[src/rtl/cmp_err_fifo.sv]
// Synchronous FIFO for error records with a registered head: valid/dout come
// straight from flops, so a pushed record is visible one cycle after the push.
module cmp_err_fifo #(
  parameter int DEPTH = 4,
  parameter int DW    = 5
) (
  input  logic          clk,
  input  logic          rst,
  input  logic          push,
  input  logic          pop,
  input  logic [DW-1:0] din,
  output logic          full,
  output logic          drop,
  output logic          valid,
  output logic [DW-1:0] dout
);

  localparam int PW = (DEPTH > 1) ? $clog2(DEPTH) : 1;
  localparam logic [PW:0] DEPTH_C = (PW+1)'(DEPTH);

  logic [DW-1:0] mem_q [DEPTH];
  logic [DW-1:0] mem_d [DEPTH];
  logic [PW-1:0] wr_ptr_q, wr_ptr_d;
  logic [PW-1:0] rd_ptr_q, rd_ptr_d;
  logic [PW:0]   count_q, count_d;
  logic          valid_q, valid_d;
  logic [DW-1:0] dout_q, dout_d;
  logic          do_push, do_pop;

  // A push into a full FIFO only lands if the head leaves on the same edge.
  assign full    = (count_q == DEPTH_C);
  assign do_pop  = pop & valid_q;
  assign do_push = push & (~full | do_pop);
  assign drop    = push & ~do_push;

  always_comb begin
    mem_d    = mem_q;
    wr_ptr_d = wr_ptr_q;
    rd_ptr_d = rd_ptr_q;
    count_d  = count_q;
    if (do_push) begin
      mem_d[wr_ptr_q] = din;
      wr_ptr_d        = wr_ptr_q + PW'(1);
    end
    if (do_pop) begin
      rd_ptr_d = rd_ptr_q + PW'(1);
    end
    case ({do_push, do_pop})
      2'b10:   count_d = count_q + (PW+1)'(1);
      2'b01:   count_d = count_q - (PW+1)'(1);
      default: count_d = count_q;
    endcase
    valid_d = (count_d != '0);
    dout_d  = valid_d ? mem_d[rd_ptr_d] : '0;
  end

  always_ff @(posedge clk or posedge rst) begin
    if (rst) begin
      for (int i = 0; i < DEPTH; i++) mem_q[i] <= '0;
      wr_ptr_q <= '0;
      rd_ptr_q <= '0;
      count_q  <= '0;
      valid_q  <= 1'b0;
      dout_q   <= '0;
    end else begin
      mem_q    <= mem_d;
      wr_ptr_q <= wr_ptr_d;
      rd_ptr_q <= rd_ptr_d;
      count_q  <= count_d;
      valid_q  <= valid_d;
      dout_q   <= dout_d;
    end
  end

  assign valid = valid_q;
  assign dout  = dout_q;

endmodule

[config.mk]
export PLATFORM = sky130hd
export DESIGN_NAME = cmp_err_fifo
export DESIGN_NICKNAME = d
export VERILOG_FILES = /design/src/rtl/cmp_err_fifo.sv
export SDC_FILE = /design/constraint.sdc
export NUM_CORES = 1
export LEC_CHECK = 0
export ABC_AREA = 1
export ABC_CLOCK_PERIOD_IN_PS = 2900
export CORE_ASPECT_RATIO = 0.75
export CORE_MARGIN = 2
export CORE_UTILIZATION = 40
export DETAILED_ROUTE_END_ITERATION = 12
export PLACE_DENSITY = 0.58
export SYNTH_ARGS = -nofsm -noshare
export SYNTH_HDL_FRONTEND = slang
export SYNTH_SLANG_ARGS = --single-unit
[constraint.sdc]
create_clock -name clk -period 2.9 [get_ports clk]
set_input_delay 0.29 -clock clk [delete_from_list [all_inputs] [get_ports clk]]
set_output_delay 0.29 -clock clk [all_outputs]
set_load 0.01 [all_outputs]
==> flow_summary_export.csv, run 1 <==
group,metric,value,unit
status,status,"finished, violations left",
status,violations,"DRC",
detailed_routing,avgRoutedWirePerCell,13.57,um
power_and_ir_drop,ir_drop,0.4867,mV
timing,slew_headroom,69.90,%
timing,worst_clock_skew,0.004124,ns
run,maxCapViolCount,0,
detailed_routing,wirelength,4817,um
global_route,grt_pass1_vias,1639,
floorplan,die_area,5606,sq um
clocking,clkLatencyLatePin,0.29,ns
timing,rsz0062_at_grt,"no",
synth,syn_avg_cell_area,7.271,sq um
power_and_ir_drop,clkPwrFrac,19.7,%
clocking,post_cts_buffers,0,
critical_path,worstPathCellList,"nor2_2, nand3_2, buf_4, nor2_1, clkdlybuf4s50_1",
final_layout,layout.nets,309,
clocking,postCtsHoldBufs,0,
placement,place.detailed.hpwl,3186,um
floorplan,rows,22,
timing,final.setup.tns,0,ns
synth,synth.distinct_cells,23,
global_route,antenna_found_initial,0,
timing,tightest_slew,0.4515,ns
timing,finalMaxSlewViolations,0,
clocking,clk_pin_slew_worst_paths,0.07,ns
detailed_routing,vias,1686,
synth,yosysSeqAreaShare,41.15,%
synth,synth_fa_ha_area_share,4.115,%
clocking,cts.path.max_buffers,2,
clocking,ctsRootBufferMaster,"clkbuf_8",
floorplan,ios,17,
synth,syn_area,2007,sq um
critical_path,required,2.61,ns
power_and_ir_drop,power_frac_seq,29.9,%
critical_path,cp-end-kind,"primary output",
timing,finalCriticalPeriod,2.187,ns
timing,fmax,0.4573,GHz
power_and_ir_drop,p_per_area,1141,nW/um^2
floorplan,core,4872,sq um
power_and_ir_drop,swShare,42.45,%
clocking,cts_tree,"built",
power_and_ir_drop,switchingPower,1.130,mW
floorplan,die_h,65.35,um
clocking,cts_buffers,5,
detailed_routing,detail-route-antenna-nets,0,
power_and_ir_drop,leakage,1.261,nW
final_layout,multi_input_area,919.6,sq um
synth,yosys.area_share.simple,36.28,%
clocking,cts_resized,0,
placement,placed_cells,347,
clocking,htreeDepth,2,
global_route,grt_pass1_wl,8066,um
timing,setup_viol,0,
critical_path,worstPathBufferInverterCount,2,
critical_path,max_stage_delay,0.54,ns
synth,synth-compound-area-share,2.743,%
global_route,grt_usage,19.00,%
critical_path,critPathTopFamily,"buffers and inverters",
floorplan,die_w,85.79,um
critical_path,worstPathMaxFanout,21,
critical_path,crit_type,"reg -> out",
global_route,grt-ovfl-total,0,
final_layout,fillCellCount,493,
synth,yosys_warnings,0,
final_layout,ff_latch_area,825.8,sq um
synth,synth_top_family_by_area,"simple AND/OR/NAND/NOR gates",
detailed_routing,firstDrtPassIters,8,
final_layout,finalNonFillerCells,355,
final_layout,fin_util,47.89,%
timing,hold_viol_final,0,
final_layout,n_antenna_cell,0,
power_and_ir_drop,internal_power,1.532,mW
placement,io_buffers,16,
global_route,grt_max_degree,34,
critical_path,cpMaxStageDelayCell,"clkdlybuf4s50_1",
synth,synthMuxAreaShare,0,%
clocking,cts.sinks,33,
detailed_routing,vias_per_cell,4.749,
synth,synth_xor_area_share,2.681,%
placement,gp_congestion,0.8272,
power_and_ir_drop,power_frac_comb,50.4,%
detailed_routing,drtIter0Drc,97,
floorplan,start_util,41.19,%
worst_hold_path,hold_path.class,"in -> async",
synth,syn-num-nets,291,
final_layout,drive_gt1_share,8.136,%
detailed_routing,drc,1,
final_layout,syn_to_final_growth,16.27,%
critical_path,crit_path_start_kind,"flip-flop",
critical_path,cp.arrival,1.90,ns
synth,synth-seq-cells,33,
synth,synthCells,276,
timing,min_period_over_period,75.40,%
worst min-delay path, cell delays in order:
cell             delay [ns]
clkdlybuf4s50_1        0.39
inv_1                  0.05
buf_4                  0.39
cell usage after synthesis:
library cell  number  area (sq um)
nand2_1           85         319.1
inv_1             47         176.4
nand3_1           41         205.2
dfrtp_1           33         825.8
nor2_1            18         67.56
and2_1            10         62.56
o21ai_0           10         50.05
buf_6              5         56.30
ha_1               5         62.56
clkbuf_1           3         11.26
nand2_2            3         18.77
nand2_4            3         33.78
inv_2              2         7.510
xor2_1             2         17.52
a21oi_1            1         5.000
buf_2              1         5.000
clkinv_2           1         5.000
fa_1               1         20.02
nand3_2            1         10.01
nor2_2             1         6.260
nor3_1             1         5.000
xnor2_1            1         8.760
xor2_4             1         27.53
path summary, 6_finish.rpt:
check,from,endpoint,slack (ns),cells after the start
max,count_q[0]$_DFF_PP0_,drop,0.71,5
min,rst,count_q[0]$_DFF_PP0_,0.39,3
max reg2reg,count_q[0]$_DFF_PP0_,dout[2]$_DFF_PP0_,0.78,13
min reg2reg,mem_q[18]$_DFF_PP0_,mem_q[18]$_DFF_PP0_,0.56,4
max in group asynchronous,rst,mem_q[16]$_DFF_PP0_,2.19,3
min in group clk,mem_q[18]$_DFF_PP0_,mem_q[18]$_DFF_PP0_,0.56,4
metrics by stage:
stage               hold WS (ns)  power (mW)  setup WS, ns  cell area, sq um
global route              0.4421       2.915        0.5666              2333
detailed placement        0.5484       2.138        0.4255              2200
CTS                       0.4075       2.674        0.6958              2333
floorplan                 0.4189       1.781        0.7894              2007
global placement          0.5493       2.113        0.5387              2200
finish                    0.3907       2.663        0.7135              2333
power by group through the flow:
stage / combinational (mW) / clock [mW] / sequential [mW]
after floorplan: 0.992 / 0 / 0.789
after global placement: 1.31 / 0 / 0.800
after detailed placement: 1.34 / 0 / 0.799
after CTS: 1.34 / 0.534 / 0.796
after global routing: 1.53 / 0.559 / 0.823
final: 1.34 / 0.526 / 0.796
layer usage:
layer	vias to the layer above	track usage (%)	wire length [um]	part of all wire [%]
met5	-	0	0	0
met4	0	4.960	35	0.73
met3	5	5.528	206	4.3
met2	35	27.44	1942	40
met1	779	27.70	2633	55
li1	867	-	-	-
layout by cell type (no fill, tap or decap), drive strengths merged, types with 2 or more instances in the layout:
master / count
ha: 5
clkdlybuf4s50: 16
clkinv: 2
xor2: 3
inv: 49
dfrtp: 33
nand2: 91
bufinv: 2
and2: 10
clkbuf: 5
o21ai: 10
buf: 4
nor2: 19
nand3: 42
flip-flops by register name (all words and copies together), names as in the netlist:
signal    count
mem_q        20
dout          5
count_q       3
rd_ptr_q      2
wr_ptr_q      2
valid         1
logic make-up (layout without fill, tap and decap cells):
kind of cell / Yosys count / in the layout
XOR/XNOR: 4 / 4
adder cells (fa/ha/maj): 6 / 6
buffers and inverters: 59 / 78
AND/OR/NAND/NOR: 163 / 163
AO/OA/AOI/OAI: 11 / 11
flip-flops: 33 / 33
final cells by class:
class / instances / area share, %
clock inverters: 3 / 2.788
clock buffers: 5 / 2.949
inverters: 50 / 8.096
repair buffers: 20 / 8.150
flip-flops and latches: 33 / 35.39
multi-input cells: 184 / 39.41
well taps: 60 / 3.217
Note: power is estimated with default switching activity, not from simulation.
==> inputs of run 2 (changes only) <==
- ABC_CLOCK_PERIOD_IN_PS: 2900 -> 2100
- clock period: 2.9 -> 2.1 ns (I/O delays scaled with it)
==> run 2 against run 1 <==
The flow now finishes without violations. Via count rose by 2.1%. Final area rose by 0.86%. Non-clock buffer count rose by 6. Critical path depth did not move. Clock skew fell by 0.0014 ns. Worst hold slack got worse by 0.062 ns. Clock power fell by 12%. Setup slack got worse by 0.60 ns. Register-to-register slack got worse by 0.65 ns. Combinational power rose by 46%. Core utilization rose by 0.41 points.
==> flow_summary_export.csv, run 2 (synthesis gave the netlist of run 1 again) <==
group,metric,value,unit
status,status,"finished, final reports clean",
placement,placed_cells,352,
global_route,grt_usage,18.37,%
floorplan,start_util,41.19,%
final_layout,postLayoutCellArea,2354,sq um
critical_path,worstPathCellList,"nor2_4, nand3_2, buf_8, nor2_1, clkdlybuf4s50_1",
final_layout,n_antenna_cell,0,
final_layout,syn_to_final_growth,17.27,%
global_route,grt_pass1_vias,1700,
placement,place.detailed.hpwl,3071,um
power_and_ir_drop,leakage,1.268,nW
power_and_ir_drop,internal_power,1.973,mW
clocking,htreeDepth,2,
global_route,grt-ovfl-total,0,
power_and_ir_drop,clkPwrFrac,13.2,%
timing,finalCriticalPeriod,1.988,ns
placement,placed_area,2240,sq um
timing,setup_viol,0,
power_and_ir_drop,power_frac_seq,31.0,%
power_and_ir_drop,ir_drop,0.6778,mV
detailed_routing,firstDrtPassIters,7,
clocking,clk_pin_slew_worst_paths,0.07,ns
floorplan,rows,22,
clocking,ctsRootBufferMaster,"clkbuf_8",
timing,hold_viol_final,0,
floorplan,die_area,5606,sq um
timing,slew_headroom,69.86,%
timing,worst_clock_skew,0.002688,ns
power_and_ir_drop,switchingPower,1.539,mW
placement,io_buffers,16,
global_route,antenna_found_initial,0,
floorplan,die_w,85.79,um
placement,gp_congestion,0.7945,
critical_path,cp.arrival,1.78,ns
power_and_ir_drop,swShare,43.82,%
power_and_ir_drop,power_frac_comb,55.8,%
detailed_routing,drtIter0Drc,119,
critical_path,required,1.89,ns
run,maxCapViolCount,0,
detailed_routing,vias,1721,
final_layout,layout.nets,315,
clocking,cts.path.max_buffers,2,
timing,finalMaxSlewViolations,0,
timing,setup_slack,0.1125,ns
global_route,grt_pass1_wl,7893,um
detailed_routing,detail-route-antenna-nets,0,
placement,place_ws,-0.2155,ns
critical_path,cpMaxStageDelayCell,"clkdlybuf4s50_1",
clocking,cts_buffers,5,
floorplan,ios,17,
power_and_ir_drop,p_per_area,1492,nW/um^2
timing,tightest_slew,0.4520,ns
timing,final.setup.tns,0,ns
floorplan,die_h,65.35,um
critical_path,crit_path_start_kind,"flip-flop",
detailed_routing,drc,0,
clocking,clkLatencyLatePin,0.28,ns
clocking,postCtsHoldBufs,0,
detailed_routing,avgRoutedWirePerCell,12.69,um
critical_path,cp-end-kind,"primary output",
final_layout,fin_util,48.31,%
timing,min_period_over_period,94.64,%
global_route,grt_max_degree,34,
detailed_routing,wirelength,4582,um
final_layout,drive_gt1_share,10.63,%
clocking,cts.sinks,33,
power_and_ir_drop,power,3.512,mW
timing,fmax,0.5031,GHz
timing,whs,0.3282,ns
floorplan,core,4872,sq um
final_layout,final_cell_mix,"nand2_1, inv_1, nand3_1",
worst_hold_path,hold_path.class,"in -> async",
final_layout,finalNonFillerCells,361,
critical_path,max_stage_delay,0.53,ns
final_layout,largest_register_ffs,20,
critical_path,worstPathMaxFanout,21,
critical_path,crit_type,"reg -> out",
detailed_routing,vias_per_cell,4.767,
final_layout,top_register,"mem_q",
final_layout,final_common_cell,"nand2_1",
clocking,cts_tree,"built",
==> run 2: metal layers <==
layer | routed length, um | vias to the layer above | GRT usage (%)
met5 | 0 | - | 0
met4 | 21 | 0 | 3.373
met3 | 179 | 4 | 5.025
met2 | 1968 | 38 | 27.83
met1 | 2412 | 803 | 26.50
li1 | - | 876 | -
==> run 2: area by class of cell <==
type,count,area (sq um)
Inverter,50,188.9
Sequential cell,33,827.0
Clock buffer,8,80.08
Timing Repair Buffer,26,242.7
Fill cell,493,2519
Tap cell,60,75.07
Multi-Input combinational cell,184,939.7
==> run 2: path summary, 6_finish.rpt <==
check	start	to	slack, ns	cells after the start
hold reg to reg	mem_q[19]$_DFF_PP0_	mem_q[19]$_DFF_PP0_	0.57	4
setup reg to reg	count_q[1]$_DFF_PP0_	dout[4]$_DFF_PP0_	0.13	11
hold / removal	rst	count_q[0]$_DFF_PP0_	0.33	3
setup / recovery	count_q[1]$_DFF_PP0_	drop	0.11	5
max in group asynchronous	rst	count_q[1]$_DFF_PP0_	1.43	3
min in group clk	mem_q[19]$_DFF_PP0_	mem_q[19]$_DFF_PP0_	0.57	4
==> run 2: power by group through the flow <==
stage / logic (mW) / clock network [mW] / registers (mW)
final: 1.96 / 0.462 / 1.09
after global routing: 2.27 / 0.512 / 1.12
after CTS: 1.91 / 0.471 / 1.08
after detailed placement: 1.90 / 0 / 1.09
after global placement: 1.88 / 0 / 1.09
after floorplan: 1.38 / 0 / 1.09
==> run 2: worst max-delay path, delay by kind of cell, from the launching register on <==
family / cells / cell delay (ns)
buf+inv: 2 / 0.72
simple gates: 3 / 0.32
flops: 1 / 0.44
==> run 2: repair_timing <==
action,CTS,global route
setup buffers,0,1
resized for setup,0,8
endpoints found under the setup margin,0,6
==> inputs of run 3 (changes only) <==
- SKIP_LAST_GASP: not set -> 1
==> results of run 3 <==
Final layout, timing and power as in run 2 (identical DEF).
